[src/rtl/adc_audio_sampler.sv]
// adc_audio_sampler: MCP3202-class SPI master producing signed 16-bit stereo samples once per period.
// Define ADC_AUDIO_MONO_EN to convert channel 0 only and copy it to both outputs.
module adc_audio_sampler #(
  parameter int CLK_DIV = 8,
  parameter int SAMPLE_PERIOD = 612
) (
  input  logic        clk,
  input  logic        reset,
  input  logic        enable,
  input  logic        adc_miso,
  output logic        adc_clk,
  output logic        adc_cs,
  output logic        adc_mosi,
  output logic [15:0] sample_left,
  output logic [15:0] sample_right,
  output logic        sample_valid,
  output logic        overrun
);
  localparam int DW = CLK_DIV > 1 ? $clog2(CLK_DIV) : 1;
  localparam int PW = SAMPLE_PERIOD > 1 ? $clog2(SAMPLE_PERIOD) : 1;
  typedef enum logic [2:0] {IDLE, SETUP, SHIFT, HOLD, DONE} state_t;
  state_t state;
  logic [PW-1:0] period;
  logic [DW-1:0] div;
  logic [4:0] slot;
  logic high, chan, req, tick;
  logic [11:0] data;
`ifndef ADC_AUDIO_MONO_EN
  logic [11:0] left;
`endif
  assign req = period == '0 && enable;
  assign tick = div == DW'(CLK_DIV - 1);
  // command slots 0..3 are start, SGL, ODD, MSBF; everything after is don't-care zero
  function automatic logic cmd_bit(input logic [4:0] s, input logic ch);
    return s == 5'd2 ? ch : s < 5'd4;
  endfunction
  function automatic logic [15:0] to_pcm(input logic [11:0] d);
    return {~d[11], d[10:0], 4'b0000};
  endfunction
  always_ff @(posedge clk) begin
    if (reset) begin
      state <= IDLE;
      period <= '0;
      div <= '0;
      slot <= '0;
      high <= 1'b0;
      chan <= 1'b0;
      data <= '0;
`ifndef ADC_AUDIO_MONO_EN
      left <= '0;
`endif
      adc_cs <= 1'b1;
      adc_clk <= 1'b0;
      adc_mosi <= 1'b0;
      sample_left <= '0;
      sample_right <= '0;
      sample_valid <= 1'b0;
      overrun <= 1'b0;
    end else begin
      period <= period == PW'(SAMPLE_PERIOD - 1) ? '0 : period + 1'b1;
      div <= state == IDLE || tick ? '0 : div + 1'b1;
      sample_valid <= 1'b0;
      overrun <= req && state != IDLE;
      case (state)
        IDLE: if (req) begin
          state <= SETUP;
          chan <= 1'b0;
          adc_cs <= 1'b0;
          adc_mosi <= 1'b1;
        end
        SETUP: if (tick) begin
          state <= SHIFT;
          slot <= '0;
          high <= 1'b0;
        end
        SHIFT: if (tick) begin
          high <= ~high;
          adc_clk <= ~high;
          // sample on the edge where SCK rises; slots 5..16 carry d[11]..d[0]
          if (!high && slot >= 5'd5) data <= {data[10:0], adc_miso};
          if (high && slot == 5'd16) begin
            state <= HOLD;
            adc_cs <= 1'b1;
            adc_mosi <= 1'b0;
          end else if (high) begin
            slot <= slot + 5'd1;
            adc_mosi <= cmd_bit(slot + 5'd1, chan);
          end
        end
        HOLD: if (tick) begin
`ifndef ADC_AUDIO_MONO_EN
          if (!chan) begin
            state <= SETUP;
            chan <= 1'b1;
            adc_cs <= 1'b0;
            adc_mosi <= 1'b1;
            left <= data;
          end else begin
            state <= DONE;
            sample_valid <= 1'b1;
            sample_left <= to_pcm(left);
            sample_right <= to_pcm(data);
          end
`else
          state <= DONE;
          sample_valid <= 1'b1;
          sample_left <= to_pcm(data);
          sample_right <= to_pcm(data);
`endif
        end
        DONE: state <= IDLE;
        default: state <= IDLE;
      endcase
    end
  end
endmodule

[config.mk]
export PLATFORM = sky130hd
export DESIGN_NAME = adc_audio_sampler
export DESIGN_NICKNAME = d
export VERILOG_FILES = /design/src/rtl/adc_audio_sampler.sv
export SDC_FILE = /design/constraint.sdc
export NUM_CORES = 1
export LEC_CHECK = 0
export CAP_MARGIN = 20
export CORE_MARGIN = 2
export CORE_UTILIZATION = 30
export CTS_CLUSTER_DIAMETER = 80
export CTS_CLUSTER_SIZE = 24
export DETAILED_ROUTE_END_ITERATION = 8
export GPL_TIMING_DRIVEN = 0
export PLACE_DENSITY = 0.48
export SETUP_SLACK_MARGIN = 0.5
export SLEW_MARGIN = 15
export SYNTH_ARGS = -nofsm -noshare
export SYNTH_HDL_FRONTEND = slang
export SYNTH_SLANG_ARGS = --single-unit
[constraint.sdc]
create_clock -name clk -period 3.3 [get_ports clk]
set_input_delay 0.495 -clock clk [delete_from_list [all_inputs] [get_ports clk]]
set_output_delay 0.495 -clock clk [all_outputs]
set_load 0.01 [all_outputs]
==> metrics.txt, run 1 <==
largest net degree at the start of global routing=12; Final Util=0.375; Synth cell types=47; Row Count=37; CP Max Fanout=10; ant diodes=0; Tot Pwr=approximately 1.7 mW; Die Height=between 100 and 150 µm; sequential area share after synthesis=0.476; RSZ-0062 raised after global routing=false; clk_skew=around 0.0076 ns; warnings from Yosys=0; WL/cell=12.8 µm; Int Power=~1.3 mW; Clock Path Buffers=2; max frequency=around 480 MHz; most common cell after layout, fill and taps aside=dfxtp_1; CTS tree=done; crit share post-route=0.634; CTS H-tree depth=3; gr usage total=0.129; first-pass GRT wire length=11.5 mm; Detailed Route WL=6.94 mm; layout cells sized above 1=0.103; TritonCTS Buffers=9; endpoints failing hold=0; outcome=finished, final reports clean; Final ANT Viol Nets=0; element type at the critical path end=flop; nets=approximately 420; Via Count=2478; PwrDens=427 mW/mm²; worst skew pair latency=0.35 ns; syn avg cell area=8.98 µm²; Die Width=107 µm; Filler cells=1093; clock network power share=0.373; DRC=0; Peak VDD IR=approximately 0.17 mV; fin crit period=between 2 and 2.5 ns; area grow syn2layout=21.3%; register share of total power=0.568; DR iter-0 viols=between 80 and 90; post-CTS resize count=0; Post-DP HPWL=4.91 mm; global route overflow=0; EDFF count, synth=0; Sw Pwr=0.382 mW; synthesized flop and latch total=between 70 and 80; P_leak=between 1 and 1.5 nW; synthesized area=0.00320 mm²; RePlAce Congestion=0.778; Setup Viol. Count Final=0; top_reg_cell synth=dfxtp_1; Post-CTS Setup Bufs=0; Worst Max-Slew Pin Slew=between 0.5 and 0.6 ns; most frequent cells in the layout=76 x dfxtp_1, 59 x nand2_1, 44 x nor2_1; clock sinks=76; final setup TNS=0 ns; vias in the first global route=2366; drt via density=between 4 and 5; Critical Path AT=~2.4 ns; Pre-antenna DRT Iters=4; placed instance count=531; root buf cell=clkbuf_8; Post-Syn Instances=356; sw frac=0.231; Initial Util=0.310; crit path launch type=flop; Area after DPL=0.00371 mm²; Boundary Pins=41; worst hold path type=reg -> reg; Core ar.=0.0103 mm²; clock-pin slew on the worst setup and hold paths=0.07 ns; CP Class=reg -> reg; Logic pwr share=0.060; Design Area, Final=0.00388 mm²; fin cells=544; IO Port Bufs=32; initial antenna violation count=0; Required @ worst endpoint=about 3.6 ns; Max Cap Viol=0; Async SR Flop Fraction=0; Die ar.=0.0115 mm²; Max-slew headroom=0.645; max-slew violation count=0; hold_buf cts=0
[Yosys cell counts, types with 2 or more instances]
master,instances,area share
a211oi_1,4,0.0094
buf_2,6,0.0094
nor3_1,9,0.014
clkbuf_1,9,0.011
dfxtp_1,76,0.48
and2_1,4,0.0078
mux2i_1,24,0.075
xor2_1,6,0.016
nor2_1,44,0.052
a21oi_1,30,0.047
nor2b_1,3,0.0059
ha_1,7,0.027
xnor2_1,6,0.016
nand2b_1,3,0.0059
buf_4,11,0.026
o21ai_0,9,0.014
nand2_1,59,0.069
a31oi_1,3,0.0059
nor4_1,2,0.0039
inv_1,9,0.011
nand3_1,6,0.0094
[worst paths after layout]
path              startpoint          endpoint  slack (ns)  depth (start not counted)
setup / recovery      div[0]  sample_right[14]        1.21                          8
hold / removal      left[11]   sample_left[15]        0.43                          1
setup reg to reg      div[0]  sample_right[14]        1.21                          8
hold reg to reg     left[11]   sample_left[15]        0.43                          1
[state kept, by name (all words and copies together), names as in the netlist, 3 cells and up]
signal / count
slot: 5
left: 12
period: 10
div: 3
sample_right: 12
data: 12
state: 3
sample_left: 12
[per-layer routing]
layer  track usage  vias to the layer above  wire [µm]
met3        0.0280                       10        252
met4        0.0724                        0        155
met1         0.176                     1148       3620
li1              -                     1279          -
met2         0.189                       41       2910
met5             0                        -          0
[cell families after synthesis]
family | Yosys count | share of synthesized area
AO/OA/AOI/OAI | 56 | 0.110
adder cells (fa/ha/maj) | 7 | 0.0274
buffers and inverters | 38 | 0.0673
AND/OR/NAND/NOR | 142 | 0.210
other | 1 | 0.00117
multiplexers | 24 | 0.0752
XOR/XNOR | 12 | 0.0329
flip-flops | 76 | 0.476
[through the flow]
step	setup WS (ns)	hold slack (ns)
floorplan	1.60	0.408
global placement	0.997	0.429
detailed placement	0.976	0.433
CTS	1.22	0.446
global route	0.993	0.450
finish	1.21	0.434
[cell type report]
type / instances / area, µm² / area share
plain buffers: 29 / 181 / 0.0468
flip-flops and latches: 76 / 1520 / 0.393
multi-input cells: 249 / 1490 / 0.383
well taps: 136 / 170 / 0.0439
repair buffers: 32 / 320 / 0.0826
clock buffers: 11 / 151 / 0.0391
inverters: 9 / 33.8 / 0.00872
clock inverters: 2 / 12.5 / 0.00323
[worst max-delay path, stage by stage (launching register included)]
cell and delay (ns):
dfxtp_1 0.32, ha_1 0.19, ha_1 0.17, buf_2 0.17, and4b_2 0.23, nand2_1 0.22, clkbuf_1 0.45, nand2_1 0.10
a21oi_1 0.16
[power groups by stage]
stage	Clock, mW	Sequential (mW)	Combinational (mW)
floorplan	0	0.962	0.0647
global placement	0	0.960	0.0998
detailed placement	0	0.961	0.101
CTS	0.645	0.939	0.101
global route	0.679	0.941	0.113
finish	0.617	0.940	0.0989
Note: power is estimated with default switching activity, not from simulation.
==> run 2: changes to the inputs <==
clock period = 2.08 ns   (was 3.3 ns; I/O delays follow)
==> run 2 against run 1 <==
Effect of this change: cell count is 4.8% higher; combinational power is 76% higher; die area stayed put; clock skew hardly changed; core utilization is 7.7 points higher; sequential cell count unchanged; non-clock buffer count is 23 higher; via count is 3.8% higher; setup slack got worse by 0.86 ns; critical path type unchanged; fmax grew 20%; sequential share of layout area decreased by 6.5 points.
==> metrics.txt, run 2 (synthesized netlist as in run 1, its figures left out) <==
outcome=finished, final reports clean; critical-path cell list=ha_4, ha_4, buf_6, and4bb_4, o311a_4, clkbuf_16, mux2i_1, nor2_1; multi-input logic area=0.00185 mm² (+24%); element type at the critical path end=flop; Post-DP HPWL=4.94 mm (+0.61%); CTS tree=done; Area after DPL=0.00377 mm² (+1.5%); Boundary Pins=41 (unchanged); PwrDens=587 mW/mm² (+38%); clock sinks=76 (unchanged); register-to-register path setup slack=0.34 ns (-0.86 ns); R2R Path Start=div[0]; register share of total power=0.544 (-0.024); Clock Path Buffers=2 (unchanged); most common cell after layout, fill and taps aside=dfxtp_1; Logic pwr share=0.064 (+0.004); most frequent cells in the layout=70 x dfxtp_1, 43 x nor2_1, 37 x nand2_1; global route overflow=0 (unchanged); Design Area, Final=0.00467 mm² (+21%); Via Count=2572 (+3.8%); Worst Reg-to-Reg Cells=8 (unchanged); Max-slew headroom=0.507 (-0.138); endpoints failing hold=0 (unchanged); Sw Pwr=0.692 mW (+81%); Setup Viol. Count Final=0 (unchanged); crit path launch type=flop; Critical R2R Capture=data[5]; Core ar.=0.0103 mm² (unchanged); CP Class=reg -> reg; Tot Pwr=2.74 mW (+66%); initial antenna violation count=0 (unchanged); area grow syn2layout=46.2%; slowest CP cell=dfxtp_2; drt via density=4.51 (-0.94%); crit share post-route=0.836 (+0.201); Die ar.=0.0115 mm² (unchanged); Max Cap Viol=0 (unchanged); Row Count=37 (unchanged); crit path to=data[5]; clock-pin slew on the worst setup and hold paths=0.08 ns (about the same); largest net degree at the start of global routing=14 (+2); Storage cell area=0.00153 mm² (+0.49%); Pre-antenna DRT Iters=4 (unchanged); clk_skew=0.00758 ns (+0.0000251 ns); clock network power share=0.392 (+0.019); CTS H-tree depth=3 (unchanged); first-pass GRT wire length=12.2 mm (+6.1%); Final ANT Viol Nets=0 (unchanged); nets=440 (+5.5%); Peak VDD IR=0.266 mV (+59%); gr usage total=0.137 (+0.00784); Int Power=2.05 mW (+61%); vias in the first global route=2466 (+4.2%); sw frac=0.252 (+0.0216); DR iter-0 viols=70 (-18%); worst hold path type=reg -> reg; CP most frequent cell=ha_4; WL/cell=13.5 µm (+5.5%); Detailed Route WL=7.67 mm (+11%); max frequency=575 MHz (+20%); Critical Path AT=1.97 ns (-0.40 ns); Worst Max-Slew Pin Slew=0.739 ns (+0.207 ns); RePlAce Congestion=0.803 (+3.1%); ant diodes=0 (unchanged); RSZ-0062 raised after global routing=true; IO Port Bufs=32 (unchanged); critical path startpoint=div[0]; max-slew violation count=0 (unchanged); fin crit period=1.74 ns (-0.355 ns); Initial Util=0.310 (unchanged); DRC=0 (unchanged); P_leak=2.17 nW (+64%); Filler cells=1026 (-6.1%); layout cells sized above 1=0.325 (+0.222); Die Width=107 µm (unchanged); CP Max Fanout=6 (-4); slowest cell delay on critical path=0.35 ns (-0.10 ns); Required @ worst endpoint=2.31 ns (-1.26 ns); root buf cell=clkbuf_8; TritonCTS Buffers=9 (unchanged); worst skew pair latency=0.35 ns (about the same); Die Height=107 µm (unchanged)
-- run 2: cell count changes in the layout (fill, tap and decap cells not counted), sizes merged, moves of 2 or more --
| cell | before | now |
|---|---|---|
| buf | 20 | 41 |
| dlygate4sd2 | 0 | 6 |
| clkbuf | 20 | 22 |
| dlymetal6s2s | 0 | 15 |
| clkdlybuf4s50 | 32 | 11 |
| clkinv | 1 | 3 |
-- run 2: how the worst min path moves through the flow --
stage	cells past startpoint	slack, ns	endpoint	startpoint
final	1	0.44	div[0]	div[0]
after global placement	1	0.43	div[0]	div[0]
after CTS	1	0.44	div[0]	div[0]
after floorplan	1	0.41	sample_left[15]	left[11]
after detailed placement	1	0.43	div[0]	div[0]
after global routing	1	0.46	period[0]	period[0]
-- run 2: worst max-delay path, delay by kind of cell, from the launching register on --
family	cells	cell delay, ns
AOI/OAI and AO/OA	1	0.26
adders and majority gates	2	0.24
buffers and inverters	2	0.27
DFF	1	0.35
muxes	1	0.17
and+or+nand+nor	2	0.32
-- run 2: metal layers --
metal / share of wire / up-vias / global-route usage
met5: 0 / - / 0
met4: 0.021 / 0 / 0.0770
met3: 0.032 / 9 / 0.0225
met2: 0.44 / 38 / 0.203
met1: 0.51 / 1191 / 0.189
li1: - / 1334 / -
-- run 2: area by class of cell --
| class | count | area share |
|---|---|---|
| Multi-Input combinational cell | 249 | 0.395 |
| Sequential cell | 76 | 0.327 |
| Timing Repair Buffer | 55 | 0.137 |
| Buffer | 29 | 0.0568 |
| Tap cell | 136 | 0.0364 |
| Clock buffer | 11 | 0.0324 |
| Inverter | 9 | 0.00776 |
| Clock inverter | 5 | 0.00750 |
-- run 2: power groups by stage --
stage	combinational (mW)	clock, mW	sequential, mW
floorplan	0.105	0	1.53
global placement	0.162	0	1.53
detailed placement	0.161	0	1.53
CTS	0.170	1.12	1.49
global route	0.194	1.18	1.50
finish	0.174	1.08	1.49
-- run 2: repair_timing --
action                                  4_1_cts  5_1_grt
gates cloned                                  1        4
endpoints found under the setup margin       68       89
setup buffers                                14        4
hold buffers                                  0        0
pin swaps                                    12       16
gates resized for setup                      45       99
-- run 2: stage by stage --
step	TNS, ns	hold WS [ns]	cells	setup slack, ns	utilization
floorplan	0	0.412	363	0.445	-
global placement	-0.0119	0.429	531	-0.0119	0.365
detailed placement	-0.000400	0.434	531	-0.000400	0.365
CTS	0	0.442	562	0.360	0.410
global route	0	0.458	570	0.270	0.453
finish	0	0.442	570	0.342	0.453
